===== src/rtl/bram_axis_player.sv =====
// Pointer-driven BRAM-to-AXI-Stream playback engine with a credit-controlled output FIFO.
// Optional build macro PLAYER_TLAST_EN exposes m_axis_tlast on the stop-1 word of each loop.
module bram_axis_player #(
  parameter int DATA_W     = 512,
  parameter int ADDR_W     = 12,
  parameter int RD_LAT     = 2,
  parameter int FIFO_DEPTH = 8
) (
  input  logic              clk,
  input  logic              rst,
  input  logic              enable,
  input  logic [31:0]       start_ptr,
  input  logic [31:0]       stop_ptr,
  output logic              bram_en,
  output logic [ADDR_W-1:0] bram_addr,
  input  logic [DATA_W-1:0] bram_rdata,
  output logic [DATA_W-1:0] m_axis_tdata,
  output logic              m_axis_tvalid,
  input  logic              m_axis_tready,
`ifdef PLAYER_TLAST_EN
  output logic              m_axis_tlast,
`endif
  output logic              busy,
  output logic              cfg_err,
  output logic [15:0]       wrap_cnt
);

  localparam int AW = $clog2(FIFO_DEPTH);
  localparam int CW = AW + 1;
  localparam logic [CW:0] DEPTH_C = (CW+1)'(FIFO_DEPTH);

  localparam logic [1:0] IDLE  = 2'd0;
  localparam logic [1:0] RUN   = 2'd1;
  localparam logic [1:0] DRAIN = 2'd2;

  logic [1:0]        state;
  logic [ADDR_W-1:0] rd_ptr;
  logic [ADDR_W-1:0] stop_w;
  logic [ADDR_W-1:0] start_in;
  logic [ADDR_W-1:0] stop_in;
  logic              pair_ok;
  logic              go;
  logic              issue;
  logic              at_stop;
  logic              credit;
  logic [CW:0]       occupancy;

  logic [RD_LAT-1:0] pipe_v;
  logic [RD_LAT-1:0] pipe_end;
  logic [CW-1:0]     in_flight;

  logic [DATA_W-1:0]     mem [FIFO_DEPTH];
  logic [FIFO_DEPTH-1:0] mem_end;
  logic [AW-1:0]         wr_idx;
  logic [AW-1:0]         rd_idx;
  logic [CW-1:0]         count;
  logic                  push;
  logic                  pop;
  logic                  out_end;

  logic unused_ptr_bits;
  assign unused_ptr_bits = ^{start_ptr[31:ADDR_W+6], start_ptr[5:0],
                             stop_ptr[31:ADDR_W+6], stop_ptr[5:0]};

  assign start_in = start_ptr[ADDR_W+5:6];
  assign stop_in  = stop_ptr[ADDR_W+5:6];
  assign pair_ok  = stop_in > start_in;
  assign go       = (state == IDLE) && enable && !cfg_err && pair_ok;

  // Credits cover words already in the FIFO plus reads still inside the BRAM pipe.
  assign occupancy = {1'b0, count} + {1'b0, in_flight};
  assign credit    = occupancy < DEPTH_C;
  assign issue     = (state == RUN) && enable && credit;
  assign at_stop   = rd_ptr == (stop_w - ADDR_W'(1));

  assign bram_en   = issue;
  assign bram_addr = rd_ptr;
  assign busy      = state != IDLE;

  assign push          = pipe_v[RD_LAT-1];
  assign m_axis_tvalid = count != '0;
  assign pop           = m_axis_tvalid && m_axis_tready;
  assign m_axis_tdata  = m_axis_tvalid ? mem[rd_idx] : '0;
  assign out_end       = m_axis_tvalid && mem_end[rd_idx];

`ifdef PLAYER_TLAST_EN
  assign m_axis_tlast = out_end;
`else
  // The loop-end tag stays internal and only drives wrap_cnt.
`endif

  always_ff @(posedge clk or posedge rst) begin
    if (rst) begin
      state   <= IDLE;
      rd_ptr  <= '0;
      stop_w  <= '0;
      cfg_err <= 1'b0;
    end else begin
      if (!enable) cfg_err <= 1'b0;
      case (state)
        IDLE: begin
          if (go) begin
            rd_ptr <= start_in;
            stop_w <= stop_in;
            state  <= RUN;
          end else if (enable && !pair_ok) begin
            cfg_err <= 1'b1;
          end
        end
        RUN: begin
          if (issue) begin
            // Pointers are re-sampled at every wrap so GPIO edits take effect on the next loop.
            if (at_stop) begin
              if (pair_ok) begin
                rd_ptr <= start_in;
                stop_w <= stop_in;
              end else begin
                cfg_err <= 1'b1;
                state   <= DRAIN;
              end
            end else begin
              rd_ptr <= rd_ptr + ADDR_W'(1);
            end
          end
          if (!enable) state <= DRAIN;
        end
        DRAIN: begin
          if (in_flight == '0 && count == '0) state <= IDLE;
        end
        default: state <= IDLE;
      endcase
    end
  end

  always_ff @(posedge clk or posedge rst) begin
    if (rst) begin
      pipe_v    <= '0;
      pipe_end  <= '0;
      in_flight <= '0;
      count     <= '0;
      wr_idx    <= '0;
      rd_idx    <= '0;
      mem_end   <= '0;
    end else begin
      pipe_v[0]   <= issue;
      pipe_end[0] <= issue && at_stop;
      for (int unsigned i = 1; i < RD_LAT; i++) begin
        pipe_v[i]   <= pipe_v[i-1];
        pipe_end[i] <= pipe_end[i-1];
      end

      case ({issue, push})
        2'b10:   in_flight <= in_flight + CW'(1);
        2'b01:   in_flight <= in_flight - CW'(1);
        default: in_flight <= in_flight;
      endcase

      if (push) begin
        mem_end[wr_idx] <= pipe_end[RD_LAT-1];
        wr_idx          <= wr_idx + AW'(1);
      end
      if (pop) rd_idx <= rd_idx + AW'(1);

      case ({push, pop})
        2'b10:   count <= count + CW'(1);
        2'b01:   count <= count - CW'(1);
        default: count <= count;
      endcase
    end
  end

  always_ff @(posedge clk) begin
    if (push) mem[wr_idx] <= bram_rdata;
  end

  always_ff @(posedge clk or posedge rst) begin
    if (rst) begin
      wrap_cnt <= '0;
    end else if (go) begin
      wrap_cnt <= '0;
    end else if (pop && out_end) begin
      wrap_cnt <= wrap_cnt + 16'd1;
    end
  end

endmodule

===== config.mk =====
export PLATFORM = sky130hd
export DESIGN_NAME = bram_axis_player
export DESIGN_NICKNAME = d
export VERILOG_FILES = /design/src/rtl/bram_axis_player.sv
export SDC_FILE = /design/constraint.sdc
export NUM_CORES = 2
export LEC_CHECK = 0
export CAP_MARGIN = 15
export CORE_ASPECT_RATIO = 1.5
export CORE_MARGIN = 8
export CORE_UTILIZATION = 32
export DETAILED_ROUTE_END_ITERATION = 7
export SLEW_MARGIN = 20
export SYNTH_ARGS = -nofsm -noshare
export SYNTH_HDL_FRONTEND = slang
export SYNTH_SLANG_ARGS = --single-unit

===== constraint.sdc =====
create_clock -name clk -period 79.4 [get_ports clk]
set_input_delay 15.88 -clock clk [delete_from_list [all_inputs] [get_ports clk]]
set_output_delay 15.88 -clock clk [all_outputs]
set_load 0.02 [all_outputs]

==> run metrics <==
IO buf count 1,083; vias in the first global route 79,120; total power 6.706 mW; largest net degree at the start of global routing approximately 150; Worst setup EP type output port; layout cells sized above 1 21.00%; Clock Skews 0.05994 ns; Yosys cell types 70; Post-synth EDFFs 4,096; register area 124,700 µm²; Highest Clock Rate 29.64 MHz; CTS tree built; Leak a little over 60 nW; post-synthesis instance total 6,912; Peak VDD IR between 0.00003 and 0.00004 V; status complete, no violations; worst skew pair latency 0.99 ns; CTS root buf clkbuf_16; post-route ant nets 0; Post-CTS Hold Buffers 0; Crit Path Max Fanout 6; GRT Util Overall between 10% and 20%; area of the multi-input gates between 30,000 and 40,000 µm²; DRT Pass-1 Iters 5; worst path required time between 60 and 70 ns; num ports 1,124; die height 878.5 µm; post-synth top area share 77.51%; Post-Syn Nets 7,520; post-cts resize count 0; core box area 495,400 µm²; crit path cell chain clkdlybuf4s50_1 > nor2b_1 > nand3_1 > inv_1 > clkdlybuf4s50_1; PwrDens 35.11 nW/µm²; fraction of registers with async set/reset under 10%; Area contributors post-synth edfxtp_1, mux4_2, mux2i_1, nor2_1, dfrtp_1; DRC viols 0; CTS buffer count 394; Die X just under 600 µm; Main synth FF type edfxtp_1; RePlAce Congestion between 0.7 and 0.8; DR WL/cell about 27 µm; slew at the pin with the worst max-slew slack 1.147 ns; post-synth top area cell edfxtp_1; Synth Warn # 0; most frequent CP cell clkdlybuf4s50_1; Clock Tree Buf Depth 4; detailed placement HPWL between 200 and 250 mm; Seq cells post-synth about 4,200; max-slew violation count 0; fin crit share 42.49%; unrepaired setup endpoints after global routing false; Placement Rows ~320; 1st-iter DRT viols between 5,000 and 6,000; Synth-to-Final Area Change 20.36%; final hold vios 0; global-route wire length before repair just under 600 mm; critical path buffer and inverter count 3; final setup fails 0; vias after detailed routing 75,000; CP max stage delay between 0.6 and 0.7 ns; die footprint 519,100 µm²; setup bufs post-CTS 0; # fillers 44,030; Initial Utilization 32.03%; Max Cap Viol 0; Slowest-stage cell, CP clkdlybuf4s50_1; total gr overflow 0; Arr. time, crit path 17.85 ns; nets 8,800; Final min period approximately 34 ns; H-Tree Depth 5; register area share after synthesis 78.60%; clock sinks 4,165; Vias/cell just under 5; Setup TNS 0 ns; CP Launch Type primary input; Routed WL 406.0 mm; Min-Delay Path Class flip-flop to flip-flop; Mean Syn Cell Area ~23 µm²; clk slew on worst S/H paths about 0.06 ns; WS Path Type primary input to output port; Worst path top cell family by delay buffers and inverters; Max-Slew Margin vs Limit 23.57%; Post-Syn Area 158,700 µm²; initial antenna violation count around 140
==> flip-flops by register name, summed over array words and instances, names as in the netlist <==
signal and flops:
bram_addr 12, cfg_err 1, count 4, in_flight 4, mem 4096, mem_end 8
pipe_end 2, pipe_v 2, rd_idx 3, state 2, stop_w 12, wr_idx 3
wrap_cnt 16
==> logic make-up (layout without fill, tap and decap cells) <==
| group | Yosys count | after routing | synth area share, % |
|---|---|---|---|
| AO/OA/AOI/OAI | 75 | 75 | 0.3446 |
| XOR/XNOR | 40 | 40 | 0.2208 |
| adder cells (fa/ha/maj) | 28 | 28 | 0.2302 |
| buffers and inverters | 381 | 1982 | 0.9288 |
| flip-flops | 4165 | 4165 | 78.60 |
| multiplexers | 1561 | 1561 | 17.95 |
| other | 0 | 55 | 0 |
| AND/OR/NAND/NOR | 662 | 662 | 1.724 |
==> final timing paths <==
| kind | to | cells after the start | slack (ns) | start |
|---|---|---|---|---|
| worst max-delay path | bram_en | 5 | 45.67 | enable |
| worst min-delay path | pipe_end[1] | 0 | 0.36 | pipe_end[0] |
| worst max register to register | mem[5][452] | 8 | 73.57 | pipe_v[1] |
| worst min register to register | pipe_end[1] | 0 | 0.36 | pipe_end[0] |
| max in group asynchronous | rd_idx[1] | 3 | 63.12 | rst |
| min in group asynchronous | mem_end[5] | 3 | 15.57 | rst |
==> metal layers <==
layer  track usage [%]  wire [µm]  up-vias
met3             3.310      26960      695
li1                  -          -    31510
met2             25.76     204200     2377
met1             18.78     160400    40340
met5                 0        523        -
met4             5.566      13980       82
==> cell type report <==
class	instances	area share, %
Sequential cell	4165	65.31
Inverter	32	0.06354
Timing Repair Buffer	1233	6.389
Tap cell	6539	4.284
Multi-Input combinational cell	2366	17.04
Antenna cell	55	0.07206
Clock inverter	239	1.444
Clock buffer	478	5.399
==> placed cells by master (no fill, tap or decap), types with 7 or more instances in the layout <==
cell,instances
inv_6,14
clkinv_4,10
clkinvlp_4,22
nand2_1,21
nand3_1,20
clkinv_16,7
dfrtp_1,66
clkinv_1,76
mux2i_1,516
a21oi_1,14
clkbuf_1,76
nor2_1,546
inv_1,31
clkinv_2,50
buf_4,131
nor3_1,13
ha_1,26
edfxtp_1,4096
bufinv_16,47
clkbuf_16,399
buf_12,15
diode_2,55
o21ai_0,16
clkdlybuf4s50_1,1083
mux2_2,14
xnor2_1,19
xor2_1,21
nand2b_1,10
mux4_2,1026
==> metrics by stage <==
stage          hold slack, ns  instances  util [%]  worst slack [ns]  instance area, µm²
2_1_floorplan          0.3312       6912         -             39.99              158700
3_3_place_gp           0.3467      14330     35.88             45.68              177700
3_5_place_dp           0.3418      14330     35.88             45.69              177700
4_1_cts                0.3646      15050     38.51             45.68              190800
5_1_grt                0.3760      15090     38.54             45.57              190900
6_report               0.3622      15110     38.55             45.67              191000
==> cells in the mapped netlist (4+ instances only) <==
cell,instances
nand2b_1,10
dfrtp_1,69
nand3_1,20
xnor2_1,19
nor4_1,4
clkbuf_1,184
edfxtp_1,4096
a21o_1,5
mux2_2,14
nand2_1,21
xor2_1,21
mux4_2,1026
mux2_1,5
mux2i_1,516
nor2b_1,6
a221o_1,5
a21oi_1,14
buf_1,159
inv_1,32
o21ai_1,4
nand4_1,6
nor3_1,15
o21ai_0,16
ha_1,26
nor2_1,552
==> report_power, final <==
part	internal [mW]	switching (mW)	total, mW
registers	2.44	0.0349	2.48
logic	1.04	1.28	2.32
clock network	1.08	0.824	1.91
Note: power is estimated with default switching activity, not from simulation.
